===== src/rtl/bcd_pkg.sv =====
// -----------------------------------------------------------------------------
// bcd_pkg
//   Shared definitions for the sequential binary-to-BCD converter:
//     - BCD_DIG_W : width of one BCD digit
//     - state_e   : converter FSM encoding (ST_IDLE, ST_SHIFT)
//     - bcd_digits: number of decimal digits needed for a w-bit unsigned value,
//                   ceil(w * log10(2)), used for default sizing
// -----------------------------------------------------------------------------
package bcd_pkg;

    localparam int BCD_DIG_W = 4;

    typedef enum logic {
        ST_IDLE  = 1'b0,
        ST_SHIFT = 1'b1
    } state_e;

    // log10(2) ~= 0.30103; the +99999 turns the integer division into a ceiling.
    function automatic int bcd_digits(input int w);
        return (w * 30103 + 99999) / 100000;
    endfunction

endpackage


===== src/rtl/bcd_dabble_digit.sv =====
// -----------------------------------------------------------------------------
// bcd_dabble_digit
//   Combinational double-dabble correction cell for one BCD digit:
//   a digit of 5 or more gets +3 so that the following left shift carries
//   correctly into the next decimal digit. 4-bit arithmetic, no carry out.
//
// Ports
//   din   in   BCD_DIG_W   working digit before correction
//   dout  out  BCD_DIG_W   corrected digit
// -----------------------------------------------------------------------------
module bcd_dabble_digit
    import bcd_pkg::*;
(
    input  logic [BCD_DIG_W-1:0] din,
    output logic [BCD_DIG_W-1:0] dout
);

    always_comb begin
        dout = (din >= BCD_DIG_W'(5)) ? din + BCD_DIG_W'(3) : din;
    end

endmodule


===== src/rtl/bin_bcd_seq.sv =====
// -----------------------------------------------------------------------------
// bin_bcd_seq
//   Sequential binary-to-BCD converter (shift-and-add-3). A conversion takes
//   BIN_W shift cycles; the published result (bcd/ovf/blank) holds its previous
//   value throughout and updates together with the one-cycle done pulse.
//
// Parameters
//   BIN_W   width of the unsigned operand (1..32)
//   DIGITS  number of BCD digits produced (default: enough for BIN_W bits)
//
// Ports
//   clk     in   1              rising-edge clock
//   rst     in   1              synchronous reset, active-high
//   start   in   1              conversion request, sampled only while idle
//   bin     in   BIN_W          operand, captured on the accepting edge
//   busy    out  1              conversion in progress
//   done    out  1              one-cycle pulse, result outputs just updated
//   bcd     out  4*DIGITS       result, digit 0 (units) in bcd[3:0]
//   ovf     out  1              value did not fit (bcd = value mod 10^DIGITS)
//   blank   out  DIGITS         leading-zero mask, blank[0] always 0
// -----------------------------------------------------------------------------
module bin_bcd_seq
    import bcd_pkg::*;
#(
    parameter int BIN_W  = 10,
    parameter int DIGITS = bcd_digits(BIN_W)
) (
    input  logic                          clk,
    input  logic                          rst,
    input  logic                          start,
    input  logic [BIN_W-1:0]              bin,
    output logic                          busy,
    output logic                          done,
    output logic [BCD_DIG_W*DIGITS-1:0]   bcd,
    output logic                          ovf,
    output logic [DIGITS-1:0]             blank
);

    localparam int BCD_W = BCD_DIG_W * DIGITS;
    localparam int CNT_W = $clog2(BIN_W + 1);
    localparam int VEC_W = BCD_W + BIN_W;

    localparam logic [CNT_W-1:0]  CNT_LOAD  = CNT_W'(BIN_W);
    // All digits above the units digit blank; the units digit is always shown.
    localparam logic [DIGITS-1:0] BLANK_RST = ~DIGITS'(1);

    state_e              state_q,    state_d;
    logic [CNT_W-1:0]    cnt_q,      cnt_d;
    logic [BIN_W-1:0]    opnd_q,     opnd_d;
    logic [BCD_W-1:0]    work_q,     work_d;
    logic                ovf_work_q, ovf_work_d;
    logic [BCD_W-1:0]    bcd_q,      bcd_d;
    logic                ovf_q,      ovf_d;
    logic [DIGITS-1:0]   blank_q,    blank_d;
    logic                done_q,     done_d;

    logic [BCD_W-1:0]    adj;
    logic [VEC_W-1:0]    shifted;

    // Add-3 correction of every working digit, ahead of this cycle's shift.
    for (genvar g = 0; g < DIGITS; g++) begin : g_digit
        bcd_dabble_digit u_digit (
            .din  (work_q[g*BCD_DIG_W +: BCD_DIG_W]),
            .dout (adj[g*BCD_DIG_W +: BCD_DIG_W])
        );
    end

    // The whole {digits, operand} vector moves left one bit; the operand MSB
    // enters the units digit and the top digit's MSB falls off the end.
    always_comb begin
        shifted = {adj, opnd_q} << 1;
    end

    // blank[i] is set when digit i and every digit above it are zero.
    function automatic logic [DIGITS-1:0] leading_blank(input logic [BCD_W-1:0] d);
        logic [DIGITS-1:0] b;
        logic              all_zero;
        b        = '0;
        all_zero = 1'b1;
        for (int i = DIGITS - 1; i >= 1; i--) begin
            all_zero = all_zero & (d[i*BCD_DIG_W +: BCD_DIG_W] == '0);
            b[i]     = all_zero;
        end
        return b;
    endfunction

    // NOTE: every signal written here gets a default first, so no path leaves
    // one unassigned and no latch is inferred.
    always_comb begin
        state_d    = state_q;
        cnt_d      = cnt_q;
        opnd_d     = opnd_q;
        work_d     = work_q;
        ovf_work_d = ovf_work_q;
        bcd_d      = bcd_q;
        ovf_d      = ovf_q;
        blank_d    = blank_q;
        done_d     = 1'b0;

        case (state_q)
            ST_IDLE: begin
                if (start) begin
                    state_d    = ST_SHIFT;
                    opnd_d     = bin;
                    work_d     = '0;
                    ovf_work_d = 1'b0;
                    cnt_d      = CNT_LOAD;
                end
            end

            ST_SHIFT: begin
                work_d     = shifted[VEC_W-1:BIN_W];
                opnd_d     = shifted[BIN_W-1:0];
                // Sticky: any 1 lost off the top digit means the value wrapped.
                ovf_work_d = ovf_work_q | adj[BCD_W-1];
                cnt_d      = cnt_q - CNT_W'(1);
                if (cnt_q == CNT_W'(1)) begin
                    state_d = ST_IDLE;
                    bcd_d   = work_d;
                    ovf_d   = ovf_work_d;
                    blank_d = leading_blank(work_d);
                    done_d  = 1'b1;
                end
            end

            default: state_d = ST_IDLE;
        endcase
    end

    // NOTE: state registers use non-blocking assignments so every flop samples
    // its _d value from before the edge, independent of statement order.
    always_ff @(posedge clk) begin
        if (rst) begin
            state_q    <= ST_IDLE;
            cnt_q      <= '0;
            opnd_q     <= '0;
            work_q     <= '0;
            ovf_work_q <= 1'b0;
            bcd_q      <= '0;
            ovf_q      <= 1'b0;
            blank_q    <= BLANK_RST;
            done_q     <= 1'b0;
        end else begin
            state_q    <= state_d;
            cnt_q      <= cnt_d;
            opnd_q     <= opnd_d;
            work_q     <= work_d;
            ovf_work_q <= ovf_work_d;
            bcd_q      <= bcd_d;
            ovf_q      <= ovf_d;
            blank_q    <= blank_d;
            done_q     <= done_d;
        end
    end

    assign busy  = (state_q == ST_SHIFT);
    assign done  = done_q;
    assign bcd   = bcd_q;
    assign ovf   = ovf_q;
    assign blank = blank_q;

endmodule

===== config.mk =====
export PLATFORM = sky130hd
export DESIGN_NAME = bin_bcd_seq
export DESIGN_NICKNAME = d
export VERILOG_FILES = /design/src/rtl/bcd_pkg.sv /design/src/rtl/bcd_dabble_digit.sv /design/src/rtl/bin_bcd_seq.sv
export SDC_FILE = /design/constraint.sdc
export NUM_CORES = 1
export LEC_CHECK = 0
export BUFFER_PORTS_ARGS = -buffer_cell sky130_fd_sc_hd__buf_4
export CORE_ASPECT_RATIO = 1.75
export CORE_MARGIN = 4
export CORE_UTILIZATION = 51
export CTS_BUF_LIST = sky130_fd_sc_hd__clkbuf_8
export DETAILED_ROUTE_END_ITERATION = 10
export GPL_TIMING_DRIVEN = 0
export MAX_ROUTING_LAYER = met4
export PLACE_DENSITY = 0.81
export SYNTH_ARGS = -nofsm -noshare
export SYNTH_HDL_FRONTEND = slang
export SYNTH_SLANG_ARGS = --single-unit

===== constraint.sdc =====
create_clock -name clk -period 2.2 [get_ports clk]
set_input_delay 0 -clock clk [delete_from_list [all_inputs] [get_ports clk]]
set_output_delay 0 -clock clk [all_outputs]
set_load 0.005 [all_outputs]

==> key figures <==
Timing
  – TNS Setup: 0 ps
  – Tcrit/Tclk final: between 80% and 90%
  – Worst-margin pin slew: between 500 and 600 ps
  – RSZ-0062 raised after global routing: no
  – Max Clock Freq: about 510 MHz
  – Slew HR: about 60%
  – Final Hold Fails: 0
  – Final min period: just under 2000 ps
  – Worst Skew: ~4.7 ps
  – Final setup fails: 0
  – Final slew viol count: 0

Worst setup path
  – WP data arrival: around 2200 ps
  – Endpoint class of the critical path: flop
  – R2R Setup Slk: about 240 ps
  – CP Data Required Time: approximately 2400 ps
  – WS Path Type: flop to flop
  – Slowest cell delay on critical path: approximately 360 ps
  – CP Cell Sequence: inv_1 -> ha_1 -> nand2b_1 -> a21oi_1 -> mux2i_1 -> nand4_2 -> o41ai_2
  – CP Launch Type: flop
  – Critical-path top delay cell: a21oi_1
  – R2R Path Start: work_q[9]$_SDFFE_PP0P_
  – Reg2reg end: blank[1]$_SDFFE_PP1P_
  – Worst R2R Path Depth: 7
  – Critical Path Fanout Max: 5

Clocking
  – Max Root-Sink Buffers: 2
  – CTS clk-pin slew, worst paths: ~90 ps
  – PostCTS Resize Cnt: 0
  – Setup bufs post-CTS: 0
  – Clk_lat worst skew: approximately 300 ps
  – CTS H-Tree Depth: 2
  – Clock sinks: 53
  – Cts hold-fix bufs: 0
  – CTS tree: done
  – Root Buffer: clkbuf_8
  – Clock buffer count from CTS: 5

Logic synthesis
  – Syn Nets: 330
  – Syn. warnings: 0
  – Post-synth cell types: 40
  – Synthesized area per cell: 8.37 µm²
  – Register bit count reported by yosys: 53
  – Mapped Area: around 0.0026 mm²
  – Sequential fraction of the synthesis area: between 40% and 50%
  – Post-Synthesis Cells: 307

Finish
  – Ant. Diodes: 0
  – Reg area: around 0.0011 mm²
  – P&R area growth vs syn: 15.1%
  – Fillers: 426
  – Most common cell after layout, fill and taps aside: dfxtp_1
  – Layout net count: 370
  – Layout cells sized above 1: ~16%
  – Commonest non-fill, non-tap cells in the layout: 53 x dfxtp_1, 44 x a21oi_1, 41 x nor2_1
  – Area of the multi-input gates: 0.00137 mm²
  – Final Util: about three fifths

Worst hold path
  – Worst Hold Class: input port to flop
  – Hold EP: opnd_q[0]$_SDFFE_PP0P_
  – Hold depth: 3
  – HP Start: bin[0]

Die
  – Die X: between 60 and 70 µm
  – Die Y: slightly above 100 µm
  – Ports: 36
  – Die area: 0.00628 mm²
  – Initial Util: between 50% and 60%
  – Core area: about 0.0048 mm²
  – Num rows: 33

Route
  – Drt total wl: 6070 µm
  – Met3 Wirelength: roughly 210 µm
  – Number of DRC markers in iteration 0: approximately 80
  – Length of routed met2 wiring: 3280 µm
  – M1 wire length: between 2000 and 2500 µm
  – Antenna Violating Nets Remaining: 0
  – Drt via density: between 5 and 6
  – Number of optimization iterations in the first detailed-route pass: 4
  – Drt drc: 0
  – Wirelength per Cell: approximately 15 µm
  – DR top layer: met4
  – Total number of vias: 2260

Global routing
  – Largest net degree at the start of global routing: 15
  – Gr ovfl total: 0
  – Initial antenna violation count: 0
  – Vias in the first global route: around 2300
  – First-pass GRT wire length: between 9000 and 10000 µm
  – Global Route Usage Sum: 21.5%

Power and ir drop
  – Leak: approximately 1.2 nW
  – PD cells: around 570 mW/mm²
  – Worst IR drop on VDD: slightly above 0.0005 V

Placement
  – DP Wirelength: 4560 µm
  – I/O Buffers: 33
  – GP Congestion: just over 0.8

Status
  – Status: complete, no violations

Job
  – Number of max-cap violations: 0
kinds of logic (layout without fill, tap and decap cells):
group	after synthesis	in the layout	share of synthesized area, %
AND/OR/NAND/NOR	118	118	23.2
AO/OA/AOI/OAI	69	69	16.1
flip-flops	53	53	41.3
buffers and inverters	33	72	5.41
multiplexers	19	19	7.55
adder cells (fa/ha/maj)	10	10	4.87
XOR/XNOR	4	4	1.36
other	1	1	0.146
cell usage after synthesis:
master     number  share of area, %
dfxtp_1        53                41
a21oi_1        44               8.6
nor2_1         41               6.0
nand2_1        31               4.5
mux2i_1        16               6.2
clkbuf_1       15               2.2
nor3b_1        13               3.8
inv_1          12               1.8
ha_1           10               4.9
nor3_1         10               1.9
a211oi_1        8               2.3
o21ai_0         8               1.6
nand2b_1        5               1.2
xnor2_1         4               1.4
buf_2           3              0.58
nand3_1         3              0.58
o21ai_1         3              0.58
mux2_2          2              0.88
nand3b_1        2              0.58
nor2b_1         2              0.49
nor3_2          2              0.78
or3_1           2              0.49
a21oi_2         1              0.34
a221oi_4        1               1.0
a311oi_1        1              0.34
and2_1          1              0.24
and3b_1         1              0.34
and3b_2         1              0.39
buf_1           1              0.15
buf_4           1              0.29
buf_6           1              0.44
conb_1          1              0.15
mux2_1          1              0.44
nand4_2         1              0.49
nand4bb_1       1              0.44
nor3b_2         1              0.49
o211ai_1        1              0.29
o221a_2         1              0.44
o41ai_2         1              0.63
or3_4           1              0.44
final cells by class:
class                           instances  share of cell area, %
Clock buffer                            5                   2.33
Multi-Input combinational cell        221                   46.3
Buffer                                 21                   3.18
Clock inverter                          1                  0.169
Timing Repair Buffer                   33                   8.38
Inverter                               12                   1.52
Sequential cell                        53                   35.9
Tap cell                               52                   2.20
layer usage:
layer,GRT usage (%),vias to the layer above
met5,-,-
met2,37.9,43
met3,2.65,15
li1,-,1118
met1,23.2,1084
met4,9.31,0
critical path: cells and delay by family, from the launching register on:
| kind | cells | cell delay, ps |
|---|---|---|
| buffers and inverters | 1 | 90 |
| flip-flops | 1 | 340 |
| multiplexers | 1 | 270 |
| adder cells (fa/ha/maj) | 1 | 180 |
| AO/OA/AOI/OAI | 2 | 660 |
| AND/OR/NAND/NOR | 2 | 330 |
how the worst max path moves through the flow:
stage | to | slack [ps] | start | cells after the start
finish | blank[1]$_SDFFE_PP1P_ | 240 | work_q[9]$_SDFFE_PP0P_ | 7
global route | blank[1]$_SDFFE_PP1P_ | 70 | work_q[13]$_SDFFE_PP0P_ | 7
CTS | blank[1]$_SDFFE_PP1P_ | 230 | work_q[12]$_SDFFE_PP0P_ | 7
detailed placement | blank[1]$_SDFFE_PP1P_ | 250 | work_q[12]$_SDFFE_PP0P_ | 7
global placement | blank[1]$_SDFFE_PP1P_ | 290 | work_q[12]$_SDFFE_PP0P_ | 7
floorplan | blank[1]$_SDFFE_PP1P_ | 490 | work_q[9]$_SDFFE_PP0P_ | 7
flip-flops by register name (all words and copies together) (netlist names):
register and flops:
ovf_work_q 1, bcd 16, busy 1, opnd_q 10, ovf 1, work_q 16
done 1, cnt_q 4, blank 3
power breakdown:
part           total (mW)  leakage, nW  switching [mW]  internal [mW]
Combinational       0.178        0.699           0.106         0.0715
Clock               0.512       0.0399           0.302          0.210
Sequential           1.00        0.430          0.0177          0.984
Total                1.69         1.17           0.426           1.27
through the flow:
step	cells	hold WS (ps)	setup slack, ps	power [mW]	area [µm²]
2_1_floorplan	307	178	491	1.13	2570
3_3_place_gp	392	310	291	1.20	2880
3_5_place_dp	392	318	250	1.20	2880
4_1_cts	398	10.9	231	1.70	2960
5_1_grt	398	32.8	71.2	1.75	2960
6_report	398	7.72	237	1.69	2960
(Power assumes the default switching activity.)
